$ cat src/rtl/wimax_bist_ctrl_pkg.sv
// Shared types and default timing for the WiMAX PHY self-test controller.
// Default RUN length is the 25 us observation window expressed in 50 MHz clocks.
package Package_wimax;

  typedef enum logic [2:0] {
    ST_IDLE,
    ST_WAIT_LOCK,
    ST_LOAD,
    ST_SETTLE,
    ST_RUN,
    ST_DONE
  } bist_state_t;

  localparam int unsigned CLK_50_PERIOD     = 20;     // ns
  localparam int unsigned RUN_WINDOW_NS     = 25000;
  localparam int unsigned DEF_N_STAGES      = 4;
  localparam int unsigned DEF_LOCK_TIMEOUT  = 1000;
  localparam int unsigned DEF_LOAD_CYCLES   = 1;
  localparam int unsigned DEF_SETTLE_CYCLES = 10;
  localparam int unsigned DEF_RUN_CYCLES    = RUN_WINDOW_NS / CLK_50_PERIOD;

  function automatic int unsigned max4(input int unsigned a, input int unsigned b,
                                       input int unsigned c, input int unsigned d);
    int unsigned m;
    m = a;
    if (b > m) m = b;
    if (c > m) m = c;
    if (d > m) m = d;
    return m;
  endfunction

endpackage

$ cat src/rtl/wimax_bist_ctrl_timer.sv
// Down-counter shared by all timed BIST states: reload on start, expire while
// the count sits at 1, so a load value of N spans exactly N cycles.
module wimax_bist_timer #(
  parameter int unsigned WIDTH = 12
) (
  input  logic             clk_ref,
  input  logic             reset,
  input  logic             start,
  input  logic [WIDTH-1:0] load_val,
  output logic             expire
);

  logic [WIDTH-1:0] cnt_q, cnt_d;

  always_comb begin
    cnt_d = cnt_q;
    if (start) begin
      cnt_d = load_val;
    end else if (cnt_q != '0) begin
      cnt_d = cnt_q - WIDTH'(1);
    end
  end

  always_ff @(posedge clk_ref or posedge reset) begin
    if (reset) begin
      cnt_q <= '0;
    end else begin
      cnt_q <= cnt_d;
    end
  end

  assign expire = (cnt_q == WIDTH'(1));

endmodule

$ cat src/rtl/wimax_bist_ctrl.sv
// Self-test sequencer for the WiMAX PHY chain: wait for PLL lock, seed-load,
// settle, run, then latch a per-stage verdict until the next start.
module wimax_bist_ctrl
  import Package_wimax::*;
#(
  parameter int unsigned N_STAGES      = DEF_N_STAGES,
  parameter int unsigned LOCK_TIMEOUT  = DEF_LOCK_TIMEOUT,
  parameter int unsigned LOAD_CYCLES   = DEF_LOAD_CYCLES,
  parameter int unsigned SETTLE_CYCLES = DEF_SETTLE_CYCLES,
  parameter int unsigned RUN_CYCLES    = DEF_RUN_CYCLES
) (
  input  logic                clk_ref,
  input  logic                reset,
  input  logic                start,
  input  logic                pll_locked,
  input  logic [N_STAGES-1:0] stage_pass,
  output logic                load,
  output logic                en,
  output logic                busy,
  output logic                done,
  output logic                pass_all,
  output logic [N_STAGES-1:0] fail_mask,
  output logic                lock_err
);

  localparam int unsigned T_MAX = max4(LOCK_TIMEOUT, LOAD_CYCLES, SETTLE_CYCLES, RUN_CYCLES);
  localparam int unsigned TMR_W = $clog2(T_MAX) + 1;

  bist_state_t state_q, state_d;

  logic                load_q,     load_d;
  logic                en_q,       en_d;
  logic                busy_q,     busy_d;
  logic                done_q,     done_d;
  logic                pass_all_q, pass_all_d;
  logic                lock_err_q, lock_err_d;
  logic [N_STAGES-1:0] fail_mask_q, fail_mask_d;
  logic [N_STAGES-1:0] seen_q,      seen_d;
  logic [N_STAGES-1:0] dropped_q,   dropped_d;

  logic             tmr_start;
  logic [TMR_W-1:0] tmr_val;
  logic             tmr_expire;

  wimax_bist_timer #(
    .WIDTH(TMR_W)
  ) u_timer (
    .clk_ref  (clk_ref),
    .reset    (reset),
    .start    (tmr_start),
    .load_val (tmr_val),
    .expire   (tmr_expire)
  );

  always_comb begin : next_state
    state_d     = state_q;
    fail_mask_d = fail_mask_q;
    lock_err_d  = lock_err_q;
    seen_d      = seen_q;
    dropped_d   = dropped_q;

    unique case (state_q)
      ST_IDLE, ST_DONE: begin
        if (start) begin
          state_d     = ST_WAIT_LOCK;
          fail_mask_d = '0;
          lock_err_d  = 1'b0;
          seen_d      = '0;
          dropped_d   = '0;
        end
      end

      ST_WAIT_LOCK: begin
        if (pll_locked) begin
          state_d = ST_LOAD;
        end else if (tmr_expire) begin
          state_d     = ST_DONE;
          lock_err_d  = 1'b1;
          fail_mask_d = '1;
        end
      end

      ST_LOAD, ST_SETTLE, ST_RUN: begin
        if (state_q == ST_RUN) begin
          seen_d    = seen_q | stage_pass;
          dropped_d = dropped_q | (seen_q & ~stage_pass);
        end
        // Lock loss is tested before expiry so it wins on the last RUN cycle.
        if (!pll_locked) begin
          state_d     = ST_DONE;
          lock_err_d  = 1'b1;
          fail_mask_d = '1;
        end else if (tmr_expire) begin
          if (state_q == ST_LOAD) begin
            state_d = ST_SETTLE;
          end else if (state_q == ST_SETTLE) begin
            state_d = ST_RUN;
          end else begin
            state_d     = ST_DONE;
            lock_err_d  = 1'b0;
            fail_mask_d = ~seen_q | dropped_q | ~stage_pass;
          end
        end
      end

      default: state_d = ST_IDLE;
    endcase
  end

  always_comb begin : timer_ctl
    tmr_start = 1'b0;
    tmr_val   = '0;
    if (state_d != state_q) begin
      case (state_d)
        ST_WAIT_LOCK: begin tmr_start = 1'b1; tmr_val = TMR_W'(LOCK_TIMEOUT);  end
        ST_LOAD:      begin tmr_start = 1'b1; tmr_val = TMR_W'(LOAD_CYCLES);   end
        ST_SETTLE:    begin tmr_start = 1'b1; tmr_val = TMR_W'(SETTLE_CYCLES); end
        ST_RUN:       begin tmr_start = 1'b1; tmr_val = TMR_W'(RUN_CYCLES);    end
        default:      ;
      endcase
    end
  end

  // Outputs are decoded from the next state so the registers line up with state_q.
  always_comb begin : out_decode
    load_d     = (state_d == ST_LOAD);
    en_d       = (state_d == ST_RUN);
    busy_d     = (state_d != ST_IDLE) && (state_d != ST_DONE);
    done_d     = (state_d == ST_DONE);
    pass_all_d = (state_d == ST_DONE) && (fail_mask_d == '0) && !lock_err_d;
  end

  always_ff @(posedge clk_ref or posedge reset) begin
    if (reset) begin
      state_q     <= ST_IDLE;
      load_q      <= 1'b0;
      en_q        <= 1'b0;
      busy_q      <= 1'b0;
      done_q      <= 1'b0;
      pass_all_q  <= 1'b0;
      lock_err_q  <= 1'b0;
      fail_mask_q <= '0;
      seen_q      <= '0;
      dropped_q   <= '0;
    end else begin
      state_q     <= state_d;
      load_q      <= load_d;
      en_q        <= en_d;
      busy_q      <= busy_d;
      done_q      <= done_d;
      pass_all_q  <= pass_all_d;
      lock_err_q  <= lock_err_d;
      fail_mask_q <= fail_mask_d;
      seen_q      <= seen_d;
      dropped_q   <= dropped_d;
    end
  end

  assign load      = load_q;
  assign en        = en_q;
  assign busy      = busy_q;
  assign done      = done_q;
  assign pass_all  = pass_all_q;
  assign lock_err  = lock_err_q;
  assign fail_mask = fail_mask_q;

endmodule
$ cat config.mk
export PLATFORM = sky130hd
export DESIGN_NAME = wimax_bist_ctrl
export DESIGN_NICKNAME = d
export VERILOG_FILES = /design/src/rtl/wimax_bist_ctrl_pkg.sv /design/src/rtl/wimax_bist_ctrl_timer.sv /design/src/rtl/wimax_bist_ctrl.sv
export SDC_FILE = /design/constraint.sdc
export NUM_CORES = 1
export LEC_CHECK = 0
export CAP_MARGIN = 20
export CORE_UTILIZATION = 45
export CTS_BUF_LIST = sky130_fd_sc_hd__clkbuf_16
export DETAILED_ROUTE_END_ITERATION = 10
export PLACE_DENSITY = 0.63
export SLEW_MARGIN = 0
export SYNTH_ARGS = -nofsm -noshare
export SYNTH_HDL_FRONTEND = slang
export SYNTH_SLANG_ARGS = --single-unit
$ cat constraint.sdc
create_clock -name clk_ref -period 3.05 [get_ports clk_ref]
set_input_delay 0.4575 -clock clk_ref [delete_from_list [all_inputs] [get_ports clk_ref]]
set_output_delay 0.4575 -clock clk_ref [all_outputs]
set_load 0.005 [all_outputs]
; After elaboration in Yosys (flattened, before gate mapping)
; Index checks and enable logic that the tools add are counted.
[classes]
addsub = 1
n_reduce_logical = 14
muxes = 35
bitwise = 7
eq_ne = 15
[op_table]
columns = op, n
row1 = $pmux 11 s4, 1
row2 = $mux 4, 10
row3 = $mux 12, 2
row4 = $mux 3, 6
row5 = $or 4x4->4, 4
row6 = $pmux 4 s2, 2
row7 = $eq 12x1->1 const B, 1
row8 = $eq 3x2->1 const B, 4
row9 = $eq 3x3->1 const B, 4
row10 = $pmux 4 s3, 1
row11 = $reduce_bool 12->1, 1
row12 = $sub 12x1->12 const B, 1
row13 = $mux 11, 1
row14 = $mux 1, 10
row15 = $pmux 3 s3, 1
row16 = $not 4->4, 2
row17 = $eq 3x1->1 const B, 2
row18 = $and 4x4->4, 1
row19 = $logic_not 4->1, 1
row20 = $ne 2x2->1 const B, 2
row21 = $reduce_bool 2->1, 2
row22 = $reduce_or 4->1, 1
row23 = $logic_and 1x1->1, 3
row24 = $logic_not 3->1, 1
row25 = 8 further kinds, 8
[totals]
reg_bits = 33
output_inout_bits = 10
inputBits = 8

; Longest topological paths before layout
; Gate-level depths: netlist of run 1.
[depth]
word_depth = 11
depth_mapped = 10

; Modules after synthesis
; A second synthesis of run 1 with hierarchy kept.
[hier_totals]
cells_unflattened = 202
area_unflattened_um2 = 1898.1
[by_module_without_submodules]
columns = mod, seq_area_each_um2, cells_each, area_per_inst_um2, n_inst
row1 = wimax_bist_ctrl, 525.5, 116, 1121.1, 1
row2 = wimax_bist_timer, 300.3, 86, 777.0, 1

; Least setup slack after synthesis of run 1
; Ideal clock, no wire load.
[synth_path]
path_kind = flip-flop to flip-flop
from = register u_timer.cnt_q[1]
to = register u_timer.cnt_q[0]
n_path_buf = 0
arrival_time_ps = 2151
setup_slack_ps = 778
path_stages_with_launch = 10
setup_time_ps = 121
path_cell_list = dfrtp_1 > inv_1 > ha_1 > nor4bb_1 > nand4_1 > o31a_1 > nor3_2 > a211oi_4 > nand2b_4 > o22a_1
[synth_between]
elab_chain_cells = 9
elab_cells_between_ends = 19
classes_between = 6 x eq/ne / 10 x mux / 3 x reduce/logical
[synth_lines]
columns = element, line_no
row1 = "start, declared", wimax_bist_ctrl_timer.sv:13  ; logic [WIDTH-1:0] cnt_q, cnt_d;
row2 = "start signal, assigned", wimax_bist_ctrl_timer.sv:28  ; cnt_q <= cnt_d;
row3 = $eq 12x1->1, wimax_bist_ctrl_timer.sv:32  ; assign expire = (cnt_q == WIDTH'(1));
row4 = $mux 3 (on tied branches), "wimax_bist_ctrl.sv:93, wimax_bist_ctrl.sv:76"
row5 = $mux 3 (on tied branches), "wimax_bist_ctrl.sv:89, wimax_bist_ctrl.sv:74"
row6 = $pmux 3 s3, wimax_bist_ctrl.sv:62  ; unique case (state_q)
row7 = "$eq 3x2->1, or another cell as far along", wimax_bist_ctrl.sv:114  ; case (state_d)
row8 = $reduce_or 4->1 (no line), -
row9 = $mux 1, wimax_bist_ctrl.sv:114
row10 = $mux 1, wimax_bist_ctrl.sv:113  ; if (state_d != state_q) begin
row11 = $mux 12 or $reduce_bool 2->1 (tied branches), -
; Several ways; a longest one is shown, not always the timed one.
; A chain may end at the register's enable or synchronous reset.

; Final worst setup path of run 1
[layout_path]
from = register u_timer.cnt_q[1]
to = register u_timer.cnt_q[0]
[layout_between]
elab_chain_cells = 9
elab_cells_between_ends = 19
classes_between = 6 x eq/ne / 10 x mux / 3 x reduce/logical
[layout_lines]
columns = element, line_no
row1 = $eq 12x1->1 *, wimax_bist_ctrl_timer.sv:32
row2 = $mux 3 (on tied branches), "wimax_bist_ctrl.sv:93, wimax_bist_ctrl.sv:76"
row3 = $mux 3 (on tied branches), "wimax_bist_ctrl.sv:89, wimax_bist_ctrl.sv:74"
row4 = $pmux 3 s3 *, wimax_bist_ctrl.sv:62
row5 = named net state_d[2], wimax_bist_ctrl.sv:29  ; bist_state_t state_q, state_d;
row6 = "$eq 3x2->1, or another cell as far along", wimax_bist_ctrl.sv:114
row7 = $reduce_or 4->1 (no line), -
row8 = $mux 1, wimax_bist_ctrl.sv:114
row9 = $mux 1, wimax_bist_ctrl.sv:113
row10 = $mux 12 or $reduce_bool 2->1 (tied branches), -
; The timed path passes the listed nets; every way through them passes the cells marked *.

==> results.py, run 1 <==
metrics = {
    "synth": {
        "ys_ff_latch": 33,
        "synth.top_cell.area_share": 0.436,
        "synth_edf_count": 0,
        "seq_area_frac_synth": 0.436,
        "syn_area_per_cell_um2": 9.52,
        "ys.warnings.count": 0,
        "synth.area.top_cells": "dfrtp_1, nor2_1, a21oi_1",
        "yosysMostFrequentCell": "dfrtp_1",
        "ys.flop_type": "dfrtp_1",
        "syn_area_um2": 1890,
        "synthCells": 199,
        "synth.distinct_cells": 50,
        "synth_common_cells": "dfrtp_1, nor2_1, a21oi_1",
        "synth_nets": 210,
        "async_flop_share": 1.00,
        "synth_top_area_cell": "dfrtp_1",
    },
    "timing": {
        "worst_slew_pin_slew_ns": 0.674,
        "fin_crit_sh": 0.857,
        "timing.final.ws_setup_ns": 0.436,
        "drv_slew": 0,
        "fmax_mhz": 383,
        "hold_ws_ns": 0.488,
        "slew_headroom": 0.551,
        "setup_viol": 0,
        "period_minus_slack_ns": 2.61,
        "finalClockSkew_ns": 0.00366,
        "timing.final.hold_violations": 0,
        "setup_tns_ns": 0,
        "rsz0062_at_grt": "no",
    },
    "pwr": {
        "total_power_mw": 2.45,
        "irDropWorstVdd_uv": 537,
        "power_density_nw_per_um2": 1100,
        "leakagePower_nw": 0.941,
    },
    "critical_path": {
        "endpoint_kind": "register",
        "worst_ep_arrival_time_ns": 2.83,
        "r2r_end": "u_timer.cnt_q[0]",
        "critPathKind": "register to register",
        "start_kind": "register",
        "r2r-start": "u_timer.cnt_q[1]",
        "cp.required_ns": 3.26,
        "worstRegToRegCells": 10,
        "reg2reg_setup_slack_ns": 0.44,
        "cp_max_fo": 7,
    },
    "clock_network": {
        "insertion_delay_ns": 0.27,
        "cts_resized": 0,
        "cts_sinks": 33,
        "path_clk_slew_ns": 0.05,
        "post-cts-setup-buffer-count": 0,
        "cts_buffers": 5,
        "cts_tree": "done",
        "htreeDepth": 2,
        "cts_hold_buf": 0,
        "clk_path_buf_depth": 2,
        "cts-root-buf": "clkbuf_16",
    },
    "outcome": {
        "status": "finished clean",
    },
    "floorplan": {
        "die_x_um": 66.9,
        "row_count": 23,
        "io_pins": 18,
        "initial_core_util": 0.470,
        "core_um2": 4030,
        "die_area_um2": 4470,
        "die_y_um": 66.9,
    },
    "route": {
        "dr.pass1.iters": 4,
        "drt-initial-drc-count": 76,
        "drcViolationCount": 0,
        "wirelength_um": 4190,
        "routedWlPerCell_um": 15.3,
        "vias": 1542,
        "vias_per_cell": 5.65,
        "ant_nets": 0,
    },
    "cells_and_area": {
        "seq_area_um2": 826,
        "final_area_um2": 2240,
        "syn_to_final_growth_pct": 18.0,
        "num_antenna_cells": 0,
        "drive_above_1_share": 0.121,
        "nets": 233,
        "stdcell_count": 273,
        "multiInputGateArea_um2": 950,
        "utilization": 0.555,
        "n_fill_cell": 366,
    },
    "place": {
        "dp_cells": 265,
        "place_congestion": 0.855,
        "place_ws_ns": 0.368,
        "numPortBuffers": 17,
        "place_hpwl_um": 3070,
        "placed_area_um2": 2100,
    },
    "global_routing": {
        "grt_pass1_vias": 1577,
        "grt_pass1_wl_um": 7110,
        "antenna_found_initial": 0,
        "grt_max_degree": 34,
        "track_usage": 0.215,
        "overflow": 0,
    },
    "min_path": {
        "min_from": "dropped_q[2]",
        "worstHoldPathCells": 2,
        "min_to": "dropped_q[2]",
        "hold_class": "register to register",
    },
    "job": {
        "cap_violations": 0,
    },
}
==> where the power goes <==
part / switching [mW] / internal, mW
registers: 0.237 / 0.631
logic: 0.583 / 0.534
clock network: 0.173 / 0.294
total: 0.992 / 1.46
==> placed cells by master (no fill, tap or decap), types with 4 or more instances in the layout <==
master and instances:
a21oi_1 18, a31oi_1 5, buf_4 5, clkbuf_16 5, clkdlybuf4s50_1 17, dfrtp_1 33, inv_1 14, nand2_1 17
nand3_1 4, nor2_1 25, nor3_1 8, nor4_1 4, o21ai_0 10, xnor2_1 5
==> cells by family (layout without fill, tap and decap cells) <==
| kind of cell | after synthesis | count (layout) | synth area share |
|---|---|---|---|
| flops | 33 | 33 | 0.436 |
| fa+ha+maj | 3 | 3 | 0.0198 |
| xor+xnor | 8 | 8 | 0.0370 |
| buf+inv | 20 | 44 | 0.0627 |
| simple gates | 81 | 81 | 0.246 |
| compound gates | 54 | 54 | 0.199 |
==> how the worst max path moves through the flow <==
stage / cells after the start / slack, ns / end / start
after floorplan: 9 / 0.78 / u_timer.cnt_q[0] / u_timer.cnt_q[1]
after global placement: 9 / 0.47 / u_timer.cnt_q[1] / pll_locked
after global routing: 10 / 0.23 / u_timer.cnt_q[1] / u_timer.cnt_q[1]
after CTS: 10 / 0.44 / u_timer.cnt_q[0] / u_timer.cnt_q[1]
final: 10 / 0.44 / u_timer.cnt_q[0] / u_timer.cnt_q[1]
after detailed placement: 9 / 0.37 / u_timer.cnt_q[1] / pll_locked
==> per-layer routing <==
layer | vias to the layer above | share of wire | global-route usage
met2 | 41 | 0.50 | 0.370
met1 | 731 | 0.44 | 0.254
met3 | 14 | 0.034 | 0.0445
met5 | - | 0 | 0
met4 | 0 | 0.024 | 0.0984
li1 | 756 | - | -
==> final cells by class <==
| cell class | instances | area share |
|---|---|---|
| timing repair buffer | 22 | 0.0929 |
| sequential | 33 | 0.369 |
| tap | 50 | 0.0280 |
| clock buffer | 5 | 0.0560 |
| clock inverter | 3 | 0.00560 |
| inverter | 14 | 0.0235 |
| multi-input combinational | 146 | 0.425 |
==> flip-flops by register name, indices dropped and copies added (netlist names) <==
register       flops
lock_err           1
done               1
busy               1
state_q            3
seen_q             4
dropped_q          4
pass_all           1
u_timer.cnt_q     12
en                 1
load               1
fail_mask          4
==> worst max-delay path: stages, from the launching register on <==
cell	delay [ns]
dfrtp_1	0.40
inv_1	0.11
ha_1	0.26
nor4bb_1	0.29
nand4_1	0.16
o31a_1	0.36
inv_1	0.16
nor2_4	0.06
a211oi_4	0.39
nand2b_4	0.23
o22a_1	0.13
Note: power is estimated with default switching activity, not from simulation.
==> run 2, diff against run 1 <==
--- a/config.mk
+++ b/config.mk
@@ -7,7 +7,7 @@
 export LEC_CHECK = 0
 export CAP_MARGIN = 20
 export CORE_UTILIZATION = 45
-export CTS_BUF_LIST = sky130_fd_sc_hd__clkbuf_16
+export CTS_BUF_LIST = sky130_fd_sc_hd__clkbuf_8
 export DETAILED_ROUTE_END_ITERATION = 10
 export PLACE_DENSITY = 0.63
 export SLEW_MARGIN = 0
==> results.py, run 2 (same netlist as run 1, synthesis figures left out) <==
metrics = {
    "floorplan": {
        "die_area_um2": 4470,
        "io_pins": 18,
        "initial_core_util": 0.470,
        "core_um2": 4030,
        "row_count": 23,
        "die_x_um": 66.9,
        "die_y_um": 66.9,
    },
    "cells_and_area": {
        "num_antenna_cells": 0,
        "largest_register_ffs": 12,
        "nets": 233,
        "stdcell_count": 273,
        "mostFrequentLayoutCells": "dfrtp_1, nor2_1, a21oi_1, nand2_1, clkdlybuf4s50_1",
        "syn_to_final_growth_pct": 16.1,
        "top_register": "u_timer.cnt_q",
        "final_common_cell": "dfrtp_1",
        "drive_above_1_share": 0.130,
    },
    "clock_network": {
        "cts_buffers": 5,
        "clk_path_buf_depth": 2,
        "cts_resized": 0,
        "cts-root-buf": "clkbuf_8",
        "cts_tree": "done",
        "cts_sinks": 33,
        "insertion_delay_ns": 0.29,
        "path_clk_slew_ns": 0.07,
        "htreeDepth": 2,
        "cts_hold_buf": 0,
        "post-cts-setup-buffer-count": 0,
    },
    "route": {
        "drcViolationCount": 0,
        "dr.pass1.iters": 4,
        "ant_nets": 0,
        "drt-initial-drc-count": 52,
        "routedWlPerCell_um": 15.2,
        "vias": 1553,
        "vias_per_cell": 5.69,
        "wirelength_um": 4150,
    },
    "pwr": {
        "comb_power_share": 0.474,
        "sw_frac_of_total": 0.415,
        "p_int_mw": 1.37,
        "irDropWorstVdd_uv": 491,
        "power_density_nw_per_um2": 1060,
        "clkPwrFrac": 0.155,
        "p_switching_mw": 0.970,
        "leakagePower_nw": 0.926,
        "seq_power_share": 0.371,
    },
    "outcome": {
        "status": "finished clean",
    },
    "timing": {
        "setup_viol": 0,
        "slew_headroom": 0.587,
        "rsz0062_at_grt": "no",
        "drv_slew": 0,
        "period_minus_slack_ns": 2.59,
        "worst_slew_pin_slew_ns": 0.619,
        "fmax_mhz": 386,
        "timing.final.hold_violations": 0,
        "setup_tns_ns": 0,
        "fin_crit_sh": 0.850,
        "timing.final.ws_setup_ns": 0.456,
        "finalClockSkew_ns": 0.00849,
    },
    "global_routing": {
        "antenna_found_initial": 0,
        "track_usage": 0.213,
        "grt_pass1_wl_um": 7020,
        "overflow": 0,
        "grt_max_degree": 34,
        "grt_pass1_vias": 1548,
    },
    "critical_path": {
        "cp_max_fo": 7,
        "cp.required_ns": 3.28,
        "start_kind": "register",
        "crit_buf_inv": 2,
        "crit_top_cell": "inv_1",
        "worst_ep_arrival_time_ns": 2.82,
        "worstPathCellList": "inv_1, ha_1, nor4bb_1, nand4_1, o31a_1, inv_1, nor2_4, a211oi_4, nand2b_4, o22a_1",
        "critPathMaxStageDelay_ns": 0.41,
        "timing.critical_path.max_delay_family": "compound AO/OA/AOI/OAI gates",
        "worst_path_max_delay_cell": "dfrtp_1",
        "critPathKind": "register to register",
        "reg2reg_setup_slack_ns": 0.46,
        "endpoint_kind": "register",
    },
    "job": {
        "cap_violations": 0,
    },
    "place": {
        "place_congestion": 0.855,
        "place_hpwl_um": 3070,
        "numPortBuffers": 17,
        "place_ws_ns": 0.368,
        "dp_cells": 265,
    },
    "min_path": {
        "hold_class": "register to register",
    },
}
-- run 2: cell count changes in the layout (fill, tap and decap cells not counted), sizes merged --
cell    delta
clkbuf     +2
clkinv     -2
-- run 2: final cells by class --
cell class | instances | area (um^2)
inverters | 14 | 52.6
clock inverters | 1 | 5.00
well taps | 50 | 62.6
fillers | 369 | 1830
clock buffers | 7 | 96.3
multi-input cells | 146 | 950
flip-flops and latches | 33 | 826
repair buffers | 22 | 208
-- run 2: per-stage QoR --
stage                     total power, mW   util  hold WS, ns  area (um^2)
final                                2.34  0.546        0.482         2200
after global routing                 2.55  0.546        0.524         2200
after CTS                            2.35  0.546        0.488         2200
after detailed placement             1.98  0.521        0.472         2100
after global placement               1.94  0.521        0.470         2100
after floorplan                      1.67      -        0.454         1890
-- run 2: final timing paths --
check / start / endpoint / cells past startpoint
max: u_timer.cnt_q[1] / u_timer.cnt_q[0] / 10
min in group asynchronous: reset / dropped_q[2] / 3
min reg2reg: dropped_q[1] / dropped_q[1] / 2
max in group asynchronous: reset / u_timer.cnt_q[10] / 3
min: dropped_q[1] / dropped_q[1] / 2
max reg2reg: u_timer.cnt_q[1] / u_timer.cnt_q[0] / 10
-- run 2: power by group through the flow --
stage	clock (mW)	sequential [mW]	combinational [mW]
2_1_floorplan	0	0.786	0.881
3_3_place_gp	0	0.857	1.08
3_5_place_dp	0	0.870	1.11
4_1_cts	0.375	0.863	1.12
5_1_grt	0.395	0.903	1.25
6_report	0.362	0.867	1.11
-- run 2: routing by layer --
metal / track usage / share of wire
met2: 0.360 / 0.51
met5: 0 / 0
met3: 0.0548 / 0.037
met4: 0.0957 / 0.022
met1: 0.252 / 0.43
-- run 2: worst reg2reg max path, stage by stage (launching register included) --
cell,delay (ns)
dfrtp_1,0.41
inv_1,0.11
ha_1,0.25
nor4bb_1,0.30
nand4_1,0.15
o31a_1,0.36
inv_1,0.16
nor2_4,0.06
a211oi_4,0.38
nand2b_4,0.23
o22a_1,0.13
==> edit 1: new RTL, config.mk and constraints of run 2 <==
Reset style: synchronous (`reset`), changed in 2 clocked blocks.
--- a/src/rtl/wimax_bist_ctrl_timer.sv
+++ b/src/rtl/wimax_bist_ctrl_timer.sv
@@ -21,7 +21,7 @@
     end
   end
 
-  always_ff @(posedge clk_ref or posedge reset) begin
+  always_ff @(posedge clk_ref) begin
     if (reset) begin
       cnt_q <= '0;
     end else begin
--- a/src/rtl/wimax_bist_ctrl.sv
+++ b/src/rtl/wimax_bist_ctrl.sv
@@ -130,7 +130,7 @@
     pass_all_d = (state_d == ST_DONE) && (fail_mask_d == '0) && !lock_err_d;
   end
 
-  always_ff @(posedge clk_ref or posedge reset) begin
+  always_ff @(posedge clk_ref) begin
     if (reset) begin
       state_q     <= ST_IDLE;
       load_q      <= 1'b0;
Function: differs if reset is asserted again (counterexample within 4 cycles, from zero or initial values and one cycle with reset high); with reset held inactive, the same outputs for 10 cycles.
==> edit 1 against run 2 <==
- final area shrank 7.2%
- via count shrank 0.84%
- worst setup slack lost 0.11 ns
- sequential cell count is the same
- hold slack lost 0.025 ns
- area after synthesis shrank 7.7%
- routed wire length shrank 5.5%
- die area shrank 7.4%
- critical path type unchanged
Power is not compared: it rests on default switching activity, and its combinational part moved more than twofold at a synthesized area within 25%.
==> edit 1: results (changes against run 2) <==
[metrics] Post-synth ARST share: 0% (-100 points)
[metrics] CP top delay family: simple AND/OR/NAND/NOR gates
[metrics] Fillers: 337 (-8.7%)
[metrics] largest stage delay on the critical path: 0.68 ns (+0.27 ns)
[metrics] GRT Util Overall: 21.72% (+0.38 points)
[metrics] Slew headroom: 57.56% (-1.1 points)
[metrics] via density per instance: 5.641 (-0.84%)
[metrics] result of the run: complete, no violations
[metrics] wirelength, routed: 3923 um (-5.5%)
[metrics] GP Congestion: 0.7797 (-8.8%)
[metrics] routed length per instance: 14.37 um (-5.5%)
[metrics] highest net fanout along the worst path: 9 (+2)
[metrics] clock tree skew after final layout: 0.006163 ns (-0.002331 ns)
[metrics] dominant cells by area after synthesis: dfxtp_1 (38%), nor2_1 (4.9%), a21oi_1 (4.3%)
[metrics] pin count of the biggest net entering global routing: 21 (-38%)
[metrics] via count of the first global-routing pass: 1450 (-6.3%)
[metrics] net count of the mapped netlist: 219 (+4.3%)
[metrics] synth unique cells: 49 (-2.0%)
[metrics] Iter 0 DRT Violations: 83 (+60%)
[metrics] top cell types by occurrence after synthesis: dfxtp_1 (33), nor2_1 (23), a21oi_1 (15)
[metrics] overall power consumption: 1.337 mW
[metrics] detailed route wirelength on metal3: 150 um (-2.6%)
[metrics] net count of the finished layout: 235 (+0.86%)
[metrics] share of final-layout standard cells stronger than drive strength 1: 10.22% (-2.8 points)
[metrics] largest area contributor in the synthesized netlist: dfxtp_1
[metrics] met2 layer wire length in the routed design: 1703 um (-20%)
[metrics] crit path launch: u_timer.cnt_q[7]
[metrics] mean instance size in the synthesized netlist: 8.410 um^2 (-12%)
-- edit 1: final timing paths --
path / end / slack, ns / depth (start not counted)
worst max-delay path: u_timer.cnt_q[1] / 0.35 / 5
worst min-delay path: dropped_q[2] / 0.46 / 2
worst max register to register: u_timer.cnt_q[1] / 0.35 / 5
worst min register to register: dropped_q[2] / 0.46 / 2
-- edit 1: logic make-up (layout without fill, tap and decap cells) --
family	after synthesis	in the layout	share of synthesized area [%]
muxes	2	2	1.216
buffers and inverters	21	38	4.650
xor gates and xnor gates	11	11	5.508
AOI/OAI and AO/OA	47	47	18.67
DFF	33	33	37.77
and+or+nand+nor	91	91	30.04
adders and majority gates	3	3	2.146
-- edit 1: cell type report --
type                       count  area, um^2  share of cell area (%)
clock buffer                   5       68.82                   3.370
clock inverter                 3       11.26                  0.5515
inverter                       9       33.78                   1.654
multi-input combinational    154        1007                   49.33
sequential                    33       660.6                   32.35
tap                           48       60.06                   2.941
timing repair buffer          21       200.2                   9.804
==> edit 2: new RTL, config.mk and constraints of run 2 <==
Made on the original files. Change the package constant `DEF_SETTLE_CYCLES` from 10 to 9.
--- a/src/rtl/wimax_bist_ctrl_pkg.sv
+++ b/src/rtl/wimax_bist_ctrl_pkg.sv
@@ -16,7 +16,7 @@
   localparam int unsigned DEF_N_STAGES      = 4;
   localparam int unsigned DEF_LOCK_TIMEOUT  = 1000;
   localparam int unsigned DEF_LOAD_CYCLES   = 1;
-  localparam int unsigned DEF_SETTLE_CYCLES = 10;
+  localparam int unsigned DEF_SETTLE_CYCLES = 9;
   localparam int unsigned DEF_RUN_CYCLES    = RUN_WINDOW_NS / CLK_50_PERIOD;
 
   function automatic int unsigned max4(input int unsigned a, input int unsigned b,
Function: no difference found for any inputs over 10 cycles, from zero or initial values and one cycle with reset high; that may be too few to reach the edited logic, so the function may still have changed.
==> edit 2 against run 2 <==
- routed wire length shrank 6.6%
- sequential share of layout area grew 0.72 points
- cell count shrank 5.1%
- area after synthesis shrank 4.2%
- non-clock buffer count shrank 2
- sequential cell count is the same
- power shrank 5.5%
- global-route usage shrank 0.82 points
- worst setup slack gained 0.22 ns
- clock power grew 15%
- final area shrank 1.9%
- largest cell class unchanged
- largest power group unchanged
==> edit 2: results (changes against run 2) <==
[metrics] area share of fa/ha/maj cells after synthesis: 2.069% (+0.087 points)
[metrics] worst-case setup slack after placement: 0.4300 ns (+0.06197 ns)
[metrics] hold path endpoint: dropped_q[2]
[metrics] switching component of the power: 0.8490 mW (-12%)
[metrics] routed length per instance: 14.96 um (-1.6%)
[metrics] Tightest Pin Transition: 0.8030 ns (+0.1837 ns)
[metrics] clock-cell share of area: 5.391% (+0.78 points)
[metrics] largest stage delay on the critical path: 0.56 ns (+0.15 ns)
[metrics] Worst Hold Margin: 0.4967 ns (+0.01428 ns)
[metrics] detailed route wirelength on metal3: 149 um (-3.2%)
[metrics] arrival time at the worst endpoint: 2.53 ns (-0.29 ns)
[metrics] highest net fanout along the worst path: 6 (-1)
[metrics] # placed instances: 251 (-5.3%)
[metrics] core region area: 0.003771 mm^2 (-6.4%)
[metrics] via count of the first global-routing pass: 1409 (-9.0%)
[metrics] comb_multi_in: 139 (-4.8%)
[metrics] share of synthesized area spent on multiplexers: 1.103% (+1.1 points)
[metrics] sequential area share after synthesis: 45.52% (+1.9 points)
[metrics] dominant cells by area after synthesis: dfrtp_1 (46%), nor2_1 (4.6%), a21oi_1 (3.3%)
[metrics] result of the run: complete, no violations
[metrics] net count of the mapped netlist: 200 (-4.8%)
[metrics] via density per instance: 5.672 (-0.30%)
[metrics] synth unique cells: 49 (-2.0%)
[metrics] number of cells on the worst reg-to-reg path: 7 (-3)
[metrics] parity-gate share of the synthesized area counting xor and xnor cells: 3.862% (+0.16 points)
[metrics] data-path buffer share of cell area in the final layout: 8.928% (-0.51 points)
[metrics] final cell count without fillers: 259 (-5.1%)
[metrics] share of final-layout standard cells stronger than drive strength 1: 7.583% (-5.4 points)
[metrics] CP top delay family: simple AND/OR/NAND/NOR gates
[metrics] R2R Path End: u_timer.cnt_q[3]
[metrics] clock buf count: 6 (-1)
[metrics] top cell types by occurrence after synthesis: dfrtp_1 (33), nor2_1 (22), a21oi_1 (12)
[metrics] cell with the largest stage delay on the worst path: o21ai_0
-- edit 2: changes by cell type in the layout (fill, tap and decap cells not counted), sizes merged, moves of 3 or more --
cell | before | now
nor2 | 26 | 22
a21oi | 18 | 13
a211o | 0 | 3
nor3 | 10 | 6
nand2 | 17 | 9
nor2b | 1 | 9
-- edit 2: routing by layer --
| layer | track usage (%) | up-vias |
|---|---|---|
| met3 | 5.208 | 5 |
| met2 | 32.22 | 28 |
| met4 | 4.891 | 0 |
| met1 | 28.29 | 707 |
| met5 | 0 | - |
| li1 | - | 729 |
-- edit 2: power groups by stage --
stage | clock network, mW | registers [mW] | logic [mW]
after floorplan | 0 | 0.784 | 0.698
after global placement | 0 | 0.857 | 0.922
after detailed placement | 0 | 0.867 | 0.928
after CTS | 0.425 | 0.859 | 0.935
after global routing | 0.446 | 0.897 | 1.06
final | 0.415 | 0.865 | 0.930
